[config.mk]
export PLATFORM = sky130hd
export DESIGN_NAME = mem_stage
export DESIGN_NICKNAME = d
export VERILOG_FILES = /design/src/rtl/mem_stage_pkg.sv /design/src/rtl/mem_stage_load_align.sv /design/src/rtl/mem_stage.sv
export SDC_FILE = /design/constraint.sdc
export NUM_CORES = 1
export LEC_CHECK = 0
export CORE_ASPECT_RATIO = 0.5
export CORE_MARGIN = 4
export CORE_UTILIZATION = 47
export CTS_CLUSTER_DIAMETER = 60
export CTS_CLUSTER_SIZE = 30
export DETAILED_ROUTE_END_ITERATION = 8
export PLACE_DENSITY = 0.93
export SYNTH_ARGS = -nofsm -noshare
export SYNTH_HDL_FRONTEND = slang
export SYNTH_HIERARCHICAL = 1
export SYNTH_SLANG_ARGS = --single-unit
[constraint.sdc]
create_clock -name clk -period 4.52 [get_ports clk]
set_input_delay 1.13 -clock clk [delete_from_list [all_inputs] [get_ports clk]]
set_output_delay 1.13 -clock clk [all_outputs]
set_load 0.01 [all_outputs]
[src/rtl/mem_stage_pkg.sv]
// Shared definitions for the memory-access pipeline stage.
// Holds the bus widths, the load state encoding and the bit positions of the
// execute->memory bus fields.
package mem_stage_pkg;

  localparam int unsigned ES_TO_MS_BUS_WD = 77;
  // The writeback field list {dest_valid, gr_we, dest[4:0], final_result, pc}
  // needs 71 bits, so the bus is sized from the fields to keep dest_valid.
  localparam int unsigned MS_TO_WS_BUS_WD = 71;
  localparam int unsigned FW_WD           = 39;

  typedef enum logic [1:0] {
    StIdle = 2'd0,
    StWait = 2'd1,
    StHave = 2'd2
  } ms_state_e;

  // Execute->memory bus field positions.
  localparam int unsigned BusPcLsb      = 0;
  localparam int unsigned BusResultLsb  = 32;
  localparam int unsigned BusDestLsb    = 64;
  localparam int unsigned BusGrWe       = 69;
  localparam int unsigned BusResFromMem = 70;
  localparam int unsigned BusDestValid  = 71;
  localparam int unsigned BusLw         = 72;
  localparam int unsigned BusLb         = 73;
  localparam int unsigned BusLbu        = 74;
  localparam int unsigned BusLh         = 75;
  localparam int unsigned BusLhu        = 76;

endpackage

[src/rtl/mem_stage_load_align.sv]
// Load data alignment and extension (purely combinational).
// Ports:
//   rdata_i  raw 32-bit load word
//   addr_i   low two address bits of the access
//   lb_i/lbu_i/lh_i/lhu_i/lw_i  one-hot load type
//   data_o   aligned, extended result (0 when no load type is set)
module mem_stage_load_align (
  input  logic [31:0] rdata_i,
  input  logic [1:0]  addr_i,
  input  logic        lb_i,
  input  logic        lbu_i,
  input  logic        lh_i,
  input  logic        lhu_i,
  input  logic        lw_i,
  output logic [31:0] data_o
);

  logic [7:0]  byte_sel;
  logic [15:0] half_sel;

  always_comb begin
    byte_sel = rdata_i[7:0];
    unique case (addr_i)
      2'd0: byte_sel = rdata_i[7:0];
      2'd1: byte_sel = rdata_i[15:8];
      2'd2: byte_sel = rdata_i[23:16];
      2'd3: byte_sel = rdata_i[31:24];
      default: byte_sel = rdata_i[7:0];
    endcase
  end

  // addr_i[0] is ignored for halfwords: no misalignment trapping here.
  assign half_sel = addr_i[1] ? rdata_i[31:16] : rdata_i[15:0];

  always_comb begin
    data_o = '0;
    if (lb_i) begin
      data_o = {{24{byte_sel[7]}}, byte_sel};
    end else if (lbu_i) begin
      data_o = {24'd0, byte_sel};
    end else if (lh_i) begin
      data_o = {{16{half_sel[15]}}, half_sel};
    end else if (lhu_i) begin
      data_o = {16'd0, half_sel};
    end else if (lw_i) begin
      data_o = rdata_i;
    end
  end

endmodule

[src/rtl/mem_stage.sv]
// Memory-access pipeline stage between execute and writeback.
// Latches the execute->memory bus, waits for a possibly delayed data-SRAM load
// response, aligns/extends load data and hands the result to writeback. Also
// drives a forwarding bus to decode with a load-pending flag for load-use
// stalls.
// Ports:
//   clk, resetn                      clock, async active-low reset
//   es_to_ms_valid/es_to_ms_bus      incoming instruction from execute
//   ms_allowin                       this stage can accept this cycle
//   ws_allowin                       writeback can accept this cycle
//   ms_to_ws_valid/ms_to_ws_bus      outgoing instruction to writeback
//   data_sram_rdata/data_sram_rvalid load response
//   ms_to_ds_fw                      {load_pending, fw_valid, dest, final_result}
module mem_stage import mem_stage_pkg::*; (
  input  logic                       clk,
  input  logic                       resetn,
  input  logic                       ws_allowin,
  output logic                       ms_allowin,
  input  logic                       es_to_ms_valid,
  input  logic [ES_TO_MS_BUS_WD-1:0] es_to_ms_bus,
  output logic                       ms_to_ws_valid,
  output logic [MS_TO_WS_BUS_WD-1:0] ms_to_ws_bus,
  input  logic [31:0]                data_sram_rdata,
  input  logic                       data_sram_rvalid,
  output logic [FW_WD-1:0]           ms_to_ds_fw
);

  logic                       ms_valid_q;
  logic [ES_TO_MS_BUS_WD-1:0] bus_q;
  ms_state_e                  state_q;
  logic [31:0]                rdata_buf_q;

  logic        ms_ready_go;
  logic        res_from_mem;
  logic [31:0] result;
  logic [4:0]  dest;
  logic [31:0] load_word;
  logic [31:0] load_data;
  logic [31:0] final_result;
  logic        ms_load_pending;
  logic        fw_valid;

  assign res_from_mem = bus_q[BusResFromMem];
  assign result       = bus_q[BusResultLsb +: 32];
  assign dest         = bus_q[BusDestLsb +: 5];

  // A load is ready on the cycle its response arrives, or once buffered.
  assign ms_ready_go = !res_from_mem
                     || (state_q == StWait && data_sram_rvalid)
                     || (state_q == StHave);

  assign ms_allowin     = !ms_valid_q || (ms_ready_go && ws_allowin);
  assign ms_to_ws_valid = ms_valid_q && ms_ready_go;

  always_ff @(posedge clk or negedge resetn) begin
    if (!resetn) begin
      ms_valid_q  <= 1'b0;
      bus_q       <= '0;
      state_q     <= StIdle;
      rdata_buf_q <= 32'd0;
    end else if (ms_allowin) begin
      ms_valid_q <= es_to_ms_valid;
      if (es_to_ms_valid) begin
        bus_q <= es_to_ms_bus;
      end
      state_q <= (es_to_ms_valid && es_to_ms_bus[BusResFromMem]) ? StWait : StIdle;
    end else if (state_q == StWait && data_sram_rvalid) begin
      // Stalled by writeback: park the response until it can leave.
      state_q     <= StHave;
      rdata_buf_q <= data_sram_rdata;
    end
  end

  assign load_word = (state_q == StHave) ? rdata_buf_q : data_sram_rdata;

  mem_stage_load_align u_load_align (
    .rdata_i (load_word),
    .addr_i  (result[1:0]),
    .lb_i    (bus_q[BusLb]),
    .lbu_i   (bus_q[BusLbu]),
    .lh_i    (bus_q[BusLh]),
    .lhu_i   (bus_q[BusLhu]),
    .lw_i    (bus_q[BusLw]),
    .data_o  (load_data)
  );

  assign final_result = res_from_mem ? load_data : result;

  assign ms_to_ws_bus = {bus_q[BusDestValid], bus_q[BusGrWe], dest, final_result,
                         bus_q[BusPcLsb +: 32]};

  assign ms_load_pending = ms_valid_q && res_from_mem && !ms_ready_go;
  assign fw_valid        = ms_valid_q && bus_q[BusDestValid];
  assign ms_to_ds_fw     = {ms_load_pending, fw_valid, dest, final_result};

endmodule
==> out/metrics.yaml <==
cts:
  tritoncts: "built"
  htree_num_levels: 3
  cts_root_buffer: "clkbuf_16"
  cts_hold_buf: 0
  cts_num_sinks: 112
  clock_latency_ns: 0.35
  cts_buffer_depth: 2
  numCtsBuffers: 9
  cts.clk_slew.worst_paths_ns: 0.08
sta:
  maxSlewViolCount: 0
  timing.final.crit_share_pct: 99.4
  grt_setup_unrepaired: "false"
  max_freq_ghz: 0.223
  setup_tns_ns: 0
  min_period_ns: 4.49
  worstMarginPinSlew_ns: 1.12
  skew_ns: 0.00905
  hold_viol: 0
  setup_viol: 0
  timing.slew.headroom_pct: 25.2
synth:
  synth_nets: 648
  synth_edf_count: 0
  yosys.area.top_type: "dfrtp_1"
  synthDistinctLibCells: 42
  syn_avg_cell_area_um2: 12.9
  ys_ff_latch: 112
  synth_ff_type: "dfrtp_1"
  async_reset_ff_share_pct: 100
  yosysTopAreaCellShare_pct: 40.7
  syn_inst: 534
  netlist_area_um2: 6880
  yosysSeqAreaShare_pct: 40.7
  yosysWarnings: 6
  yosys-top-cells-area: "dfrtp_1, mux2_2, buf_4"
cells_and_area:
  mostFrequentLayoutCells: "clkdlybuf4s50_1, mux2_2, dfrtp_1"
  n_antenna_cell: 0
  drive_gt1_share_pct: 39.1
  final_nets: 792
  instances_no_fill: 875
  layout_commonest_cell: "clkdlybuf4s50_1"
  multiInputGateArea_um2: 3200
  area_growth_pct: 31.0
  seq_area_um2: 2800
  fill_cells: 992
floorplanning:
  fp.dieH_um: 93.5
  rows: 30
  initial_core_util_pct: 49.4
  ios: 226
  die_w_um: 179
  core_region_area_um2: 13900
  dieArea_um2: 16800
detailed_routing:
  via_per_inst: 5.43
  first_pass_iters: 6
  drt_iter0_drc: 384
  drc_errors: 0
  totalWireLength_mm: 17.4
  wl_per_cell_um: 19.8
  ant_nets: 0
  via_count: 4751
setup_path:
  cpMostUsedCell: "mux2_2"
  cp_slowest_cell: "mux4_2"
  setup.worst_path.start_class: "primary input"
  worstPathArrival_ns: 3.36
  crit_fanout: 8
  max_stage_delay_ns: 0.54
  crit_type: "in2out"
  cp_data_required_time_ns: 3.39
  worstPathCellList: "clkdlybuf4s50_1 -> mux2_2 -> mux4_2 -> nand2_4 -> buf_6 -> buf_12 -> o21ai_2 -> mux2_2 -> clkdlybuf4s15_1"
  end_kind: "output port"
global_route:
  globalRouteTotalUtil_pct: 19.9
  grt_antenna_before_repair: 0
  grt_pass1_wl_mm: 26.2
  grt_max_degree: 62
  grt_overflow: 0
  grt_pass1_vias: 5048
outcome:
  status: "complete, no violations"
hold_path:
  min_path_type: "reg2reg"
place:
  gp_congestion: 0.854
  place_inst: 856
  io_buffer_count: 225
  dpl.hpwl_mm: 13.1
pwr:
  vdd_ir_drop_max_v: 0.000322
  p_per_area_nw_per_um2: 796
  leakagePower_nw: 4.06
job:
  drv_cap: 0
==> worst paths after layout <==
path,start,endpoint,slack (ns),cells past startpoint
max reg2reg,bus_q[70],bus_q[8],1.98,4
min reg2reg,bus_q[55],bus_q[55],0.50,1
min,bus_q[55],bus_q[55],0.50,1
max,data_sram_rdata[31],ms_to_ws_bus[55],0.03,9
min in group asynchronous,resetn,bus_q[0],0.84,1
max in group asynchronous,resetn,bus_q[34],2.80,2
==> sequential cells by signal, summed over array words and instances, names as in the netlist <==
name,count
state_q,2
bus_q,77
ms_valid_q,1
rdata_buf_q,32
==> final cells by class <==
type                    count  area share (%)
repair buffers            248            27.4
flip-flops and latches    112            31.1
inverters                   3           0.125
multi-input cells         304            35.5
well taps                 192            2.66
clock buffers               9            2.50
clock inverters             7           0.736
==> synth_stat cells (2+ instances only) <==
cell        n
buf_2      14
o21ai_1    12
o21ai_2    20
buf_4      82
mux2_2    147
mux4_2      8
a21oi_1    17
nand2b_1    2
nand2_1    13
buf_12      6
o21ai_0     2
nor2b_1     4
dfrtp_1   112
clkbuf_1    6
inv_1       3
mux2_4     40
buf_6       3
a22oi_1    15
buf_1       4
and2_1      2
==> cells by family after synthesis <==
group           Yosys count  synth area share (%)
compound gates           76                  8.04
buf+inv                 118                  12.9
flops                   112                  40.7
simple gates             32                  2.75
mux                     196                  35.6
==> metal layers <==
layer,up-vias,share of wire [%],GRT usage (%)
met5,-,0,0
li1,2117,-,-
met1,2387,38,23.1
met2,191,53,36.2
met4,0,3.7,7.09
met3,56,6.0,4.68
==> power by group <==
part | switching [mW] | internal (mW) | leakage (nW)
Combinational | 1.89 | 2.62 | 2.56
Sequential | 0.392 | 1.50 | 1.36
Clock | 0.395 | 0.385 | 0.129
Total | 2.67 | 4.50 | 4.06
==> per-stage QoR <==
step	utilization [%]	cell area (um2)	setup WS (ns)	power (mW)	hold slack, ns
6_report	64.7	9010	0.0282	7.18	0.504
3_3_place_gp	62.3	8680	-0.0906	6.45	0.481
2_1_floorplan	-	6880	0.707	5.12	0.471
3_5_place_dp	62.3	8680	-0.124	6.59	0.490
4_1_cts	64.2	8940	-0.000767	7.17	0.510
5_1_grt	64.7	9010	0.00344	7.58	0.521
==> worst max-delay path: cells and delay by family <==
family	cells	cell delay, ns
mux	3	1.10
buf+inv	4	0.92
compound gates	1	0.06
simple gates	1	0.14
==> what timing repair did <==
action                     4_1_cts  5_1_grt
gates resized for setup         46       42
pin swaps                        1        1
setup endpoints to repair       42       45
gates cloned                     0        1
buffers inserted                 1        1
Power figures use the tool's default switching activity.
